<file path="src/rtl/uart_pkg.sv">
// Shared UART definitions: FSM state encoding, parity modes and a frame-length helper.
// Used by the configurable receiver and the upcoming configurable transmitter.
package uart_pkg;

  typedef enum logic [2:0] {
    IDLE   = 3'd0,
    START  = 3'd1,
    DATA   = 3'd2,
    PARITY = 3'd3,
    STOP   = 3'd4,
    BREAK  = 3'd5
  } uart_state_t;

  localparam int PARITY_NONE = 0;
  localparam int PARITY_EVEN = 1;
  localparam int PARITY_ODD  = 2;

  // Total serial bits in one frame, start bit included.
  function automatic int frame_bits(input int data_bits, input int parity_bits,
                                    input int stop_bits);
    return 1 + data_bits + parity_bits + stop_bits;
  endfunction

endpackage

</file>
<file path="src/rtl/uart_bit_sync.sv">
// Two-flop synchroniser for the asynchronous serial pin.
// Both flops reset to 1 so an idle-high line never looks like a start bit.
module uart_bit_sync (
  input  logic clk,
  input  logic rst,
  input  logic d,
  output logic q
);

  logic meta;

  always_ff @(posedge clk) begin
    if (rst) begin
      meta <= 1'b1;
      q    <= 1'b1;
    end else begin
      meta <= d;
      q    <= meta;
    end
  end

endmodule

</file>
<file path="src/rtl/uart_rx_cfg.sv">
// Configurable UART receiver: 5..9 data bits, 1 or 2 stop bits, framing error reporting.
// Parity checking is compiled in only when UART_RX_PARITY_EN is defined.
module uart_rx_cfg
  import uart_pkg::*;
#(
  parameter int CLKS_PER_BIT = 868,
  parameter int DATA_BITS    = 8,
  parameter int PARITY_MODE  = 0,
  parameter int STOP_BITS    = 1
) (
  input  logic                 clk,
  input  logic                 rst,
  input  logic                 serial_data,
  output logic                 rx_valid,
  output logic [DATA_BITS-1:0] rx_data,
  output logic                 rx_frame_err,
  output logic                 rx_parity_err,
  output logic                 rx_busy
);

  localparam int CNT_W = $clog2(CLKS_PER_BIT);
  localparam int IDX_W = $clog2(DATA_BITS + 1);
  localparam logic [CNT_W-1:0] HALF_END  = CNT_W'(CLKS_PER_BIT / 2 - 1);
  localparam logic [CNT_W-1:0] BIT_END   = CNT_W'(CLKS_PER_BIT - 1);
  localparam logic [IDX_W-1:0] LAST_DATA = IDX_W'(DATA_BITS - 1);
  localparam logic [IDX_W-1:0] LAST_STOP = IDX_W'(STOP_BITS - 1);

`ifdef UART_RX_PARITY_EN
  localparam bit PARITY_BUILT = 1'b1;
`else
  localparam bit PARITY_BUILT = 1'b0;
`endif
  localparam bit PARITY_ON = PARITY_BUILT && (PARITY_MODE != PARITY_NONE);

  uart_state_t          state;
  logic                 rx_s;
  logic                 rx_prev;
  logic [CNT_W-1:0]     cnt;
  logic [IDX_W-1:0]     idx;
  logic [DATA_BITS-1:0] shift;
  logic                 frame_err_acc;
`ifdef UART_RX_PARITY_EN
  logic                 par_err_acc;
`endif

  uart_bit_sync u_sync (
    .clk (clk),
    .rst (rst),
    .d   (serial_data),
    .q   (rx_s)
  );

  // Mid-bit sampling: START waits half a bit, every later state waits a full bit.
  always_ff @(posedge clk) begin
    if (rst) begin
      state         <= IDLE;
      rx_prev       <= 1'b1;
      cnt           <= '0;
      idx           <= '0;
      shift         <= '0;
      frame_err_acc <= 1'b0;
      rx_valid      <= 1'b0;
      rx_data       <= '0;
      rx_frame_err  <= 1'b0;
      rx_busy       <= 1'b0;
`ifdef UART_RX_PARITY_EN
      par_err_acc   <= 1'b0;
      rx_parity_err <= 1'b0;
`endif
    end else begin
      rx_prev  <= rx_s;
      rx_valid <= 1'b0;
      case (state)
        IDLE: begin
          if (rx_prev && !rx_s) begin
            state   <= START;
            cnt     <= '0;
            rx_busy <= 1'b1;
          end
        end
        START: begin
          if (cnt == HALF_END) begin
            cnt <= '0;
            if (rx_s) begin
              state   <= IDLE;
              rx_busy <= 1'b0;
            end else begin
              state         <= DATA;
              idx           <= '0;
              frame_err_acc <= 1'b0;
`ifdef UART_RX_PARITY_EN
              par_err_acc   <= 1'b0;
`endif
            end
          end else begin
            cnt <= cnt + 1'b1;
          end
        end
        DATA: begin
          if (cnt == BIT_END) begin
            cnt   <= '0;
            shift <= {rx_s, shift[DATA_BITS-1:1]};
            if (idx == LAST_DATA) begin
              idx   <= '0;
              state <= PARITY_ON ? PARITY : STOP;
            end else begin
              idx <= idx + 1'b1;
            end
          end else begin
            cnt <= cnt + 1'b1;
          end
        end
`ifdef UART_RX_PARITY_EN
        PARITY: begin
          if (cnt == BIT_END) begin
            cnt         <= '0;
            state       <= STOP;
            par_err_acc <= (PARITY_MODE == PARITY_ODD) ? ~(^shift ^ rx_s) : (^shift ^ rx_s);
          end else begin
            cnt <= cnt + 1'b1;
          end
        end
`endif
        STOP: begin
          if (cnt == BIT_END) begin
            cnt <= '0;
            if (!rx_s) frame_err_acc <= 1'b1;
            if (idx == LAST_STOP) begin
              idx          <= '0;
              rx_valid     <= 1'b1;
              rx_data      <= shift;
              rx_frame_err <= frame_err_acc | ~rx_s;
`ifdef UART_RX_PARITY_EN
              rx_parity_err <= par_err_acc;
`endif
              // A low stop bit may be the start of a break; wait for the line to recover.
              if (frame_err_acc || !rx_s) begin
                state <= BREAK;
              end else begin
                state   <= IDLE;
                rx_busy <= 1'b0;
              end
            end else begin
              idx <= idx + 1'b1;
            end
          end else begin
            cnt <= cnt + 1'b1;
          end
        end
        BREAK: begin
          if (rx_s) begin
            state   <= IDLE;
            rx_busy <= 1'b0;
          end
        end
        default: begin
          state   <= IDLE;
          rx_busy <= 1'b0;
        end
      endcase
    end
  end

`ifndef UART_RX_PARITY_EN
  assign rx_parity_err = 1'b0;
`endif

endmodule

</file>
<file path="config.mk">
export PLATFORM = sky130hd
export DESIGN_NAME = uart_rx_cfg
export DESIGN_NICKNAME = d
export VERILOG_FILES = /design/src/rtl/uart_pkg.sv /design/src/rtl/uart_bit_sync.sv /design/src/rtl/uart_rx_cfg.sv
export SDC_FILE = /design/constraint.sdc
export NUM_CORES = 1
export LEC_CHECK = 0
export ABC_AREA = 0
export CELL_PAD_IN_SITES_DETAIL_PLACEMENT = 1
export CELL_PAD_IN_SITES_GLOBAL_PLACEMENT = 2
export CORE_ASPECT_RATIO = 1.1
export CORE_UTILIZATION = 36
export CTS_CLUSTER_DIAMETER = 30
export CTS_CLUSTER_SIZE = 25
export DETAILED_ROUTE_END_ITERATION = 8
export PLACE_DENSITY_LB_ADDON = 0.1
export SYNTH_ARGS = -nofsm -noshare
export SYNTH_HDL_FRONTEND = slang
export SYNTH_SLANG_ARGS = --single-unit
</file>
<file path="constraint.sdc">
create_clock -name clk -period 2.6 [get_ports clk]
set_input_delay 0.39 -clock clk [delete_from_list [all_inputs] [get_ports clk]]
set_output_delay 0.39 -clock clk [all_outputs]
set_load 0.01 [all_outputs]
</file>
==> results.yml, run 1 <==
clocking:
  cts.sinks: 40
  cts-root-buf: "clkbuf_8"
  hold_buffers: 0
  cts.reportedPaths.clkPinSlew_ns: 0.08
  cts_tree: "done"
  cts_buffers: 5
  clk_latency_ns: 0.29
  cts_setup_buffers: 0
  htreeDepth: 2
  clock_path_buffers: 2
  ctsResizeCount: 0
routing:
  drt-total-wl_um: 5270
  ant_nets: 0
  drc: 0
  avgRoutedWirePerCell_um: 16.4
  first_iter_violations: 51
  vias_per_cell: 5.55
  vias: 1780
  firstDrtPassIters: 4
sta:
  finalHoldViolations: 0
  tns_ns: 0
  setup_viol: 0
  min_period_ns: 2.34
  period_share_pct: 90.1
  slew_headroom_pct: 60.3
  rsz0062_at_grt: "false"
  report.final.slew_viol_count: 0
  max_freq_mhz: 427
  timing.hold.ws_ns: 0.416
  fin_worst_skew_ns: 0.00410
  worstMarginPinSlew_ns: 0.596
yosys:
  netlist_instances: 231
  synth_edf_count: 0
  synth_top_area_share_pct: 38.8
  yosys_warnings: 0
  synthFlopType: "dfxtp_1"
  yosysUniqueCellTypes: 51
  synth_top_cell_by_area: "dfxtp_1"
  ys_seq_elements: 40
  syn_nets: 238
  synth.cell_area_mm2: 0.00207
  synth_area_leaders: "dfxtp_1, mux2i_1, nor2_1"
  ys_async_sr_fraction_pct: 0
  avgSynthCellArea_um2: 8.94
  synth_seq_area_share_pct: 38.8
power:
  ir_drop_mv: 0.261
  seqPwrFrac_pct: 43.8
  intPower_mw: 1.05
  swShare_pct: 31.0
  p_comb_share_pct: 21.8
  powerDensity_mw_per_mm2: 637
  switchingPower_mw: 0.472
  p_clk_share_pct: 34.4
  p_total_mw: 1.52
  p_leak_nw: 0.814
critical_path:
  rrSetupSlack_ns: 0.26
  end_kind: "flop"
  r2r_cells: 5
  cp.arrival_ns: 2.56
  critPathKind: "reg -> reg"
  worst_setup_path_start_kind: "flop"
  required_ns: 2.82
  worstReg2RegEnd: "cnt[7]"
  worstReg2RegStart: "state[1]"
  path_max_fanout: 14
die:
  core.rowCount: 28
  core_area_mm2: 0.00547
  die_x_um: 74.2
  die_y_um: 81.5
  io_pins: 15
  start_util_pct: 37.8
  dieArea_mm2: 0.00605
global_routing:
  antenna_found_initial: 0
  grt_start_max_net_pins: 20
  grtUsageTotal_pct: 19.2
  grt_pass1_vias: 1775
  grt_pass1_wl_um: 8770
  overflow: 0
placed_design:
  gp_congestion: 0.825
  portBuffers: 13
  dpl.cell_count: 313
  post-dp-hpwl_um: 3870
final_layout:
  layout.nets: 252
  syn2layout_area_growth_pct: 15.6
  multi_input_area_mm2: 0.00116
  antenna_cells: 0
  layout.cells.non_filler: 321
  regArea_um2: 801
  num-fill-cells: 666
  drive_gt1_share_pct: 12.2
status:
  status: "complete, no violations"
flow_run:
  cap_viol_max_count: 0
worst_hold_path:
  hold_class: "reg -> reg"
  min_path_cells: 1
  holdPathEnd: "u_sync.q"
  min-delay-start: "u_sync.meta"
==> power groups by stage <==
stage,Sequential (mW),Clock [mW],Combinational [mW]
6_report,0.666,0.524,0.332
5_1_grt,0.671,0.562,0.363
4_1_cts,0.666,0.542,0.333
3_5_place_dp,0.680,0,0.332
3_3_place_gp,0.677,0,0.321
2_1_floorplan,0.664,0,0.262
==> kinds of logic (layout without fill, tap and decap cells) <==
| kind of cell | count (synthesis) | in the layout | share of synthesized area [%] |
|---|---|---|---|
| and+or+nand+nor | 105 | 105 | 28.3 |
| other | 1 | 1 | 0.182 |
| buffers and inverters | 20 | 35 | 4.85 |
| adders and majority gates | 4 | 4 | 2.42 |
| muxes | 20 | 20 | 9.75 |
| AOI/OAI and AO/OA | 41 | 41 | 15.7 |
| DFF | 40 | 40 | 38.8 |
==> Yosys cell counts (all sizes together), types with 2 or more instances <==
cell type / number
a211oi: 2
a21o: 2
a21oi: 9
a2bb2oi: 2
a31oi: 10
a41o: 4
and3: 2
buf: 7
clkbuf: 7
dfxtp: 40
ha: 4
inv: 5
mux2i: 19
nand2: 22
nand2b: 2
nand3: 14
nand3b: 3
nand4: 3
nor2: 26
nor2b: 4
nor3: 3
nor4b: 2
nor4bb: 2
o21ai: 4
o31ai: 3
or2: 4
or3: 7
or3b: 2
or4: 3
==> registers in the layout (all words and copies together) (netlist names) <==
name	count
state	3
u_sync.q	1
cnt	10
rx_frame_err	1
frame_err_acc	1
rx_prev	1
u_sync.meta	1
shift	8
idx	4
rx_busy	1
rx_data	8
rx_valid	1
==> layer usage <==
metal	GRT usage (%)	part of all wire [%]	vias up
li1	-	-	862
met1	23.8	46	892
met2	33.3	51	20
met3	3.56	1.8	6
met4	6.42	1.4	0
met5	0	0	-
==> worst max-delay path: stages, from the launching register on <==
cell	delay (ns)
dfxtp_1	0.63
nand2b_1	0.29
a21oi_2	0.38
a21oi_2	0.24
or4_1	0.55
a31oi_1	0.17
==> metrics by stage <==
stage	setup WS [ns]	area, um2	util [%]
4_1_cts	0.281	2390	43.7
2_1_floorplan	0.699	2070	-
6_report	0.256	2390	43.7
3_3_place_gp	0.392	2270	41.6
5_1_grt	0.0903	2390	43.7
3_5_place_dp	0.304	2270	41.6
==> worst max path at each step <==
stage / from / to / cells after the start
finish: state[1] / cnt[7] / 5
detailed placement: state[1] / cnt[7] / 5
CTS: state[1] / cnt[7] / 5
global route: state[1] / cnt[7] / 5
global placement: state[1] / cnt[7] / 5
floorplan: cnt[0] / idx[0] / 6
==> placed cells by master (no fill, tap or decap), drive strengths merged, types with 2 or more instances in the layout <==
master	instances
a211oi	2
a21o	2
a21oi	9
a2bb2oi	2
a31oi	10
a41o	4
and3	2
buf	8
clkbuf	5
clkdlybuf4s50	13
dfxtp	40
ha	4
inv	6
mux2i	19
nand2	22
nand2b	2
nand3	14
nand3b	3
nand4	3
nor2	26
nor2b	4
nor3	3
nor4b	2
nor4bb	2
o21ai	4
o31ai	3
or2	4
or3	7
or3b	2
or4	3
==> layout make-up <==
type	instances	share of cell area [%]
inverters	6	0.943
repair buffers	21	7.97
multi-input cells	171	48.8
clock inverters	3	1.94
flip-flops and latches	40	33.5
clock buffers	5	2.88
well taps	75	3.93
Power figures use the tool's default switching activity.
==> run 2, diff against run 1 <==
--- a/config.mk
+++ b/config.mk
@@ -14,6 +14,7 @@
 export CTS_CLUSTER_SIZE = 25
 export DETAILED_ROUTE_END_ITERATION = 8
 export PLACE_DENSITY_LB_ADDON = 0.1
+export SLEW_MARGIN = 20
 export SYNTH_ARGS = -nofsm -noshare
 export SYNTH_HDL_FRONTEND = slang
 export SYNTH_SLANG_ARGS = --single-unit
==> results of run 2 <==
Final layout, timing and power as in run 1 (identical DEF).
